==> src/rtl/drac_pkg.sv <==
// Core-level encodings for the SIMD exe units.
package drac_pkg;
    localparam int VLEN       = 128;
    localparam int BEAT_W_DEF = VLEN / 8;

    typedef enum logic [1:0] {
        VFIRST = 2'b00,
        VCPOP  = 2'b01
    } instr_type_t;

    typedef enum logic [1:0] {
        IDLE  = 2'b00,
        ACCUM = 2'b01,
        DONE  = 2'b10
    } vmask_state_t;
endpackage

==> src/rtl/riscv_pkg.sv <==
// Base ISA types shared across the exe stage.
package riscv_pkg;
    localparam int XLEN = 64;
    typedef logic [XLEN-1:0] bus64_t;
endpackage

==> src/rtl/vmask_beat_scan.sv <==
// Combinational scan of one mask beat: active elements, popcount, any-set and
// lowest active index.
module vmask_beat_scan #(
    parameter int BEAT_W = 16,
    parameter int VL_W   = 8,
    parameter int POP_W  = $clog2(BEAT_W + 1),
    parameter int LOW_W  = (BEAT_W > 1) ? $clog2(BEAT_W) : 1
) (
    input  logic [BEAT_W-1:0] vs2,
    input  logic [BEAT_W-1:0] vm,
    input  logic              use_mask,
    input  logic [VL_W-1:0]   vl,
    input  logic [VL_W-1:0]   base,
    output logic [POP_W-1:0]  pop,
    output logic              any,
    output logic [LOW_W-1:0]  low
);
    logic [BEAT_W-1:0] active;

    // One extra bit on the element index so base+j never wraps past vl.
    for (genvar j = 0; j < BEAT_W; j++) begin : g_elem
        assign active[j] = vs2[j] & (vm[j] | ~use_mask) &
                           (({1'b0, base} + (VL_W+1)'(j)) < {1'b0, vl});
    end

    assign any = |active;

    always_comb begin
        pop = '0;
        for (int j = 0; j < BEAT_W; j++)
            pop = pop + POP_W'(active[j]);
    end

    always_comb begin
        low = '0;
        for (int j = BEAT_W - 1; j >= 0; j--)
            if (active[j]) low = LOW_W'(j);
    end
endmodule

==> src/rtl/vmask_scalar_reduce.sv <==
// vfirst.m / vcpop.m reducer over a streamed mask operand.
// Optional: VMASK_FIRST_EARLY_EXIT_EN ends VFIRST at the beat holding the first hit.
module vmask_scalar_reduce
    import drac_pkg::*;
    import riscv_pkg::*;
#(
    parameter int BEAT_W    = BEAT_W_DEF,
    parameter int MAX_BEATS = 8,
    parameter int VL_W      = 8
) (
    input  logic              clk_i,
    input  logic              rst_i,
    input  logic              start_i,
    input  instr_type_t       instr_type_i,
    input  logic [VL_W-1:0]   vl_i,
    input  logic              use_mask_i,
    input  logic              beat_valid_i,
    output logic              beat_ready_o,
    input  logic [BEAT_W-1:0] data_vs2_i,
    input  logic [BEAT_W-1:0] data_vm_i,
    input  logic              kill_i,
    output logic              busy_o,
    output logic              result_valid_o,
    output bus64_t            result_o
);
    localparam int CNT_W = $clog2(BEAT_W * MAX_BEATS + 1);
    localparam int IDX_W = (MAX_BEATS > 1) ? $clog2(MAX_BEATS) : 1;
    localparam int POP_W = $clog2(BEAT_W + 1);
    localparam int LOW_W = (BEAT_W > 1) ? $clog2(BEAT_W) : 1;

    vmask_state_t      state, state_d;
    instr_type_t       op, op_d;
    logic [VL_W-1:0]   vl_q, vl_d;
    logic              um_q, um_d;
    logic [CNT_W-1:0]  cnt, cnt_d;
    logic [IDX_W-1:0]  idx, idx_d, last_idx;
    logic              found, found_d;
    logic [VL_W-1:0]   first, first_d, base;
    bus64_t            result_q, result_d;
    logic              load_res;

    logic [POP_W-1:0]  scan_pop;
    logic              scan_any;
    logic [LOW_W-1:0]  scan_low;

    assign base     = VL_W'(32'(idx) * 32'(BEAT_W));
    assign last_idx = IDX_W'((32'(vl_q) + 32'(BEAT_W - 1)) / 32'(BEAT_W) - 32'd1);

    vmask_beat_scan #(.BEAT_W(BEAT_W), .VL_W(VL_W)) u_scan (
        .vs2      (data_vs2_i),
        .vm       (data_vm_i),
        .use_mask (um_q),
        .vl       (vl_q),
        .base     (base),
        .pop      (scan_pop),
        .any      (scan_any),
        .low      (scan_low)
    );

    always_ff @(posedge clk_i) begin
        if (rst_i) begin
            state    <= IDLE;
            op       <= VFIRST;
            vl_q     <= '0;
            um_q     <= 1'b0;
            cnt      <= '0;
            idx      <= '0;
            found    <= 1'b0;
            first    <= '0;
            result_q <= '0;
        end else begin
            state <= state_d;
            op    <= op_d;
            vl_q  <= vl_d;
            um_q  <= um_d;
            cnt   <= cnt_d;
            idx   <= idx_d;
            found <= found_d;
            first <= first_d;
            if (load_res) result_q <= result_d;
        end
    end

    always_comb begin
        state_d = state;
        op_d    = op;
        vl_d    = vl_q;
        um_d    = um_q;
        cnt_d   = cnt;
        idx_d   = idx;
        found_d = found;
        first_d = first;
        unique case (state)
            IDLE: if (start_i) begin
                op_d    = instr_type_i;
                vl_d    = vl_i;
                um_d    = use_mask_i;
                cnt_d   = '0;
                idx_d   = '0;
                found_d = 1'b0;
                first_d = '0;
                state_d = (vl_i == '0) ? DONE : ACCUM;
            end
            ACCUM: if (beat_valid_i) begin
                cnt_d = cnt + CNT_W'(scan_pop);
                idx_d = idx + IDX_W'(1);
                if (!found && scan_any) begin
                    found_d = 1'b1;
                    first_d = base + VL_W'(scan_low);
                end
                if (idx == last_idx) state_d = DONE;
`ifdef VMASK_FIRST_EARLY_EXIT_EN
                if (op == VFIRST && !found && scan_any) state_d = DONE;
`endif
            end
            DONE:    state_d = IDLE;
            default: state_d = IDLE;
        endcase
        if (kill_i) state_d = IDLE;
    end

    // Result is latched on DONE entry so it is stable for the whole strobe cycle.
    always_comb begin
        load_res = (state_d == DONE) && (state != DONE);
        if (op_d == VFIRST)
            result_d = found_d ? {{(XLEN-VL_W){1'b0}}, first_d} : '1;
        else
            result_d = {{(XLEN-CNT_W){1'b0}}, cnt_d};
    end

    assign busy_o         = (state != IDLE);
    assign beat_ready_o   = (state == ACCUM);
    assign result_valid_o = (state == DONE) && !kill_i;
    assign result_o       = result_q;
endmodule

==> config.mk <==
export PLATFORM = sky130hd
export DESIGN_NAME = vmask_scalar_reduce
export DESIGN_NICKNAME = d
export VERILOG_FILES = /design/src/rtl/drac_pkg.sv /design/src/rtl/riscv_pkg.sv /design/src/rtl/vmask_beat_scan.sv /design/src/rtl/vmask_scalar_reduce.sv
export SDC_FILE = /design/constraint.sdc
export NUM_CORES = 1
export LEC_CHECK = 0
export CAP_MARGIN = 20
export CORE_ASPECT_RATIO = 1.25
export CORE_UTILIZATION = 48
export DETAILED_ROUTE_END_ITERATION = 8
export GPL_ROUTABILITY_DRIVEN = 0
export PLACE_DENSITY = 0.82
export RECOVER_POWER = 25
export SLEW_MARGIN = 20
export SYNTH_ARGS = -nofsm -noshare
export SYNTH_HDL_FRONTEND = slang
export SYNTH_SLANG_ARGS = --single-unit
==> constraint.sdc <==
create_clock -name clk_i -period 7.7 [get_ports clk_i]
set_input_delay 1.155 -clock clk_i [delete_from_list [all_inputs] [get_ports clk_i]]
set_output_delay 1.155 -clock clk_i [all_outputs]
set_load 0.05 [all_outputs]
==> results by group <==
Die
  – Die ar.: ~8000 um^2
  – Die Span X: 80.2 um
  – Row Count: 35
  – Initial Utilization: a little under 50%
  – Core Box Area: about 7400 um^2
  – Chip Height: around 100 um
  – I/O Pins: about 120

Timing
  – Max Transition Viols Final: 0
  – Final Skew: roughly 0.0062 ns
  – FMAX: around 140 MHz
  – Max_slew headroom: between 30% and 40%
  – TNS Setup: 0 ns
  – Final hold vios: 0
  – Final period util: between 90% and 100%
  – Worst-Margin Slew: 0.973 ns
  – Final setup viols: 0
  – RSZ-0062 raised after global routing: no
  – Min Tclk post-route: approximately 7 ns

Routing
  – First DRT Iteration DRCs: between 150 and 200
  – Routed wire length: approximately 8900 um
  – DR WL met2: approximately 4600 um
  – Met1 WL: between 3000 and 4000 um
  – First-pass DRT Iterations: 4
  – Met3 routed WL: between 400 and 500 um
  – Uppermost layer routed: met4
  – Antenna viol nets, final: 0
  – Remaining DRCs: 0
  – Vias/cell: 5.58
  – WL per Instance: roughly 15 um
  – Via count: 3344

Critical path
  – Startpoint types: flop
  – Worst path most repeated cell: fa_1
  – RR Startpoint: idx[0]
  – CP delay by family, top: adder cells
  – Critical Setup Path Class: reg2reg
  – Worst path cell trace: inv_1 -> ha_1 -> nand4b_4 -> o311ai_0 -> nand2b_1 -> fa_1 -> fa_1 -> fa_1 -> fa_1 -> fa_1 -> fa_1 -> xnor2_1 -> ha_1 -> nor2b_1 -> o21ai_0 -> a21boi_0 -> o211ai_1 -> mux2_2 -> a22oi_1 -> a21boi_0 -> a22o_1
  – CP required: around 7.9 ns
  – Number of buffers and inverters on the critical path: 1
  – Critical path's slowest cell: o311ai_0
  – Crit path max fanout: 16
  – Crit path from: idx[0]
  – Crit. End Element: flop
  – Critical Path AT: a little over 7 ns
  – Max incr delay on CP: ~0.68 ns

Worst hold path
  – Hold path start: vl_q[6]
  – Worst hold path type: reg2reg

Yosys
  – Mapped Area: 3670 um^2
  – Syn_nets: between 500 and 600
  – Cell variety after synth: 67
  – Post-synthesis cell count: 460
  – Mean Syn Cell Area: around 8 um^2
  – Sequential share of the synthesized area: between 20% and 30%
  – Flops & latches, synth: 42
  – Warnings, synthesis: 0
  – Top-area cell type share of the netlist area: a little under a quarter
  – EDFF count, synth: 0
  – Ys flop type: dfxtp_1
  – Area leader, netlist: dfxtp_1
  – Largest cells by area after synthesis: dfxtp_1, buf_4, ha_1
  – Async SR Flop Fraction: 0%

Power
  – Worst vdd ir: about 150 uV
  – P_leak: approximately 1.8 nW
  – Pwr per Cell Area: around 180 nW/um^2

Cells and area
  – N_diodes: 0
  – Register Area: ~840 um^2
  – P&R area growth vs syn: 23.1%
  – Multi-input logic area: approximately 2200 um^2
  – Fin area: roughly 4500 um^2
  – Share of layout cells above drive strength 1: under 10%
  – Most common cell after layout, fill and taps aside: clkdlybuf4s50_1
  – Fin nets: around 580
  – Post-layout util: 61.0%
  – Fillcell total: roughly 660
  – Most frequent cells in the layout: clkdlybuf4s50_1, nand2_1, dfxtp_1

Place
  – Buffers on Ports: 114
  – Hpwl dp: 6870 um
  – Placed Area: 4440 um^2

Clocking
  – CTS Hold Bufs: 0
  – CTS tree: yes
  – Max Buffers Root-to-Sink: 2
  – Number of post-CTS setup repair buffers: 0
  – TritonCTS buffer count: 5
  – Number of gates resized after CTS: 0
  – Max H-tree Level: 2
  – CTS Root Cell: clkbuf_8
  – Sink Count: 42
  – Clk Latency, worst-skew pair: between 0.2 and 0.3 ns
  – Worst-path clk slew: approximately 0.080 ns

Global route
  – GRT Total Usage: 22.9%
  – First-pass GRT wire length: around 15000 um
  – Total grt overflow: 0
  – Largest net degree at the start of global routing: 58
  – Vias in the first global route: 3250
  – Initial antenna violation count: 0

Job
  – Max cap viols: 0

Outcome
  – Status: finished, final reports clean
synthesized netlist by cell type, types with 3 or more instances:
cell / number
buf_4: 55
nand2_1: 47
dfxtp_1: 42
nor2_1: 31
a21oi_1: 29
inv_1: 29
ha_1: 18
clkbuf_1: 17
nand2b_1: 14
o21ai_0: 12
fa_1: 11
nand3_1: 11
nor3_1: 9
and2_1: 8
o21a_1: 8
xnor2_1: 8
a21o_1: 7
a22oi_1: 7
o221ai_1: 6
or4_1: 6
a211oi_1: 5
nor2b_1: 5
a31oi_1: 4
a32o_1: 4
o211ai_1: 4
or3_1: 4
a21boi_0: 3
buf_2: 3
o311ai_0: 3
registers in the layout, summed over array words and instances, names as in the netlist, 2 cells and up:
name	flops
state	2
op	2
cnt	8
idx	3
vl_q	8
result_o	9
first	8
stage by stage:
stage / hold slack, ns / setup slack [ns] / std cells / total power [W]
after floorplan: 0.418 / 1.07 / 460 / 0.000563
after global placement: 0.428 / 0.572 / 592 / 0.000648
after detailed placement: 0.445 / 0.462 / 592 / 0.000667
after CTS: 0.457 / 0.662 / 599 / 0.000798
after global routing: 0.491 / 0.0625 / 599 / 0.000871
final: 0.463 / 0.674 / 599 / 0.000793
worst paths after layout:
path | to | slack, ns | cells past startpoint
hold reg to reg | vl_q[6] | 0.46 | 2
setup reg to reg | result_o[6] | 0.67 | 21
hold / removal | vl_q[6] | 0.46 | 2
setup / recovery | result_o[6] | 0.67 | 21
worst reg2reg max path, cell delays in order, from the launching register on:
cell and delay (ns):
dfxtp_1 0.49, inv_1 0.12, ha_1 0.36, nand4b_4 0.25, o311ai_0 0.69, nand2b_1 0.26
fa_1 0.46, fa_1 0.49, fa_1 0.53, fa_1 0.42, fa_1 0.42, fa_1 0.42
xnor2_1 0.15, ha_1 0.33, nor2b_1 0.15, o21ai_0 0.22, a21boi_0 0.16, o211ai_1 0.19
mux2_2 0.35, a22oi_1 0.17, a21boi_0 0.12, a22o_1 0.19
report_power, final:
| group | total [W] | leakage (nW) | internal (W) | switching, W |
|---|---|---|---|---|
| combinational | 0.000426 | 1.39 | 0.000195 | 0.000231 |
| sequential | 0.000234 | 0.341 | 0.000224 | 0.0000100 |
| clock | 0.000133 | 0.0383 | 0.0000625 | 0.0000708 |
| total | 0.000793 | 1.77 | 0.000482 | 0.000311 |
metal layers:
layer,vias up,track usage (%)
li1,1660,-
met1,1571,26.5
met2,97,42.9
met3,16,2.57
met4,0,7.55
met5,-,0
final cells by class:
class | instances | share of cell area (%)
clock buffer | 7 | 1.69
inverter | 29 | 2.41
multi-input combinational | 312 | 49.0
sequential | 42 | 18.6
tap | 92 | 2.55
timing repair buffer | 117 | 25.8
kinds of logic (layout without fill, tap and decap cells):
logic type | after synthesis | after routing | share of synthesized area, %
AND/OR/NAND/NOR | 149 | 149 | 20.6
AO/OA/AOI/OAI | 120 | 120 | 23.9
buffers and inverters | 106 | 153 | 16.8
flip-flops | 42 | 42 | 22.9
adder cells (fa/ha/maj) | 29 | 29 | 12.1
XOR/XNOR | 10 | 10 | 2.39
multiplexers | 4 | 4 | 1.26
Power figures use the tool's default switching activity.
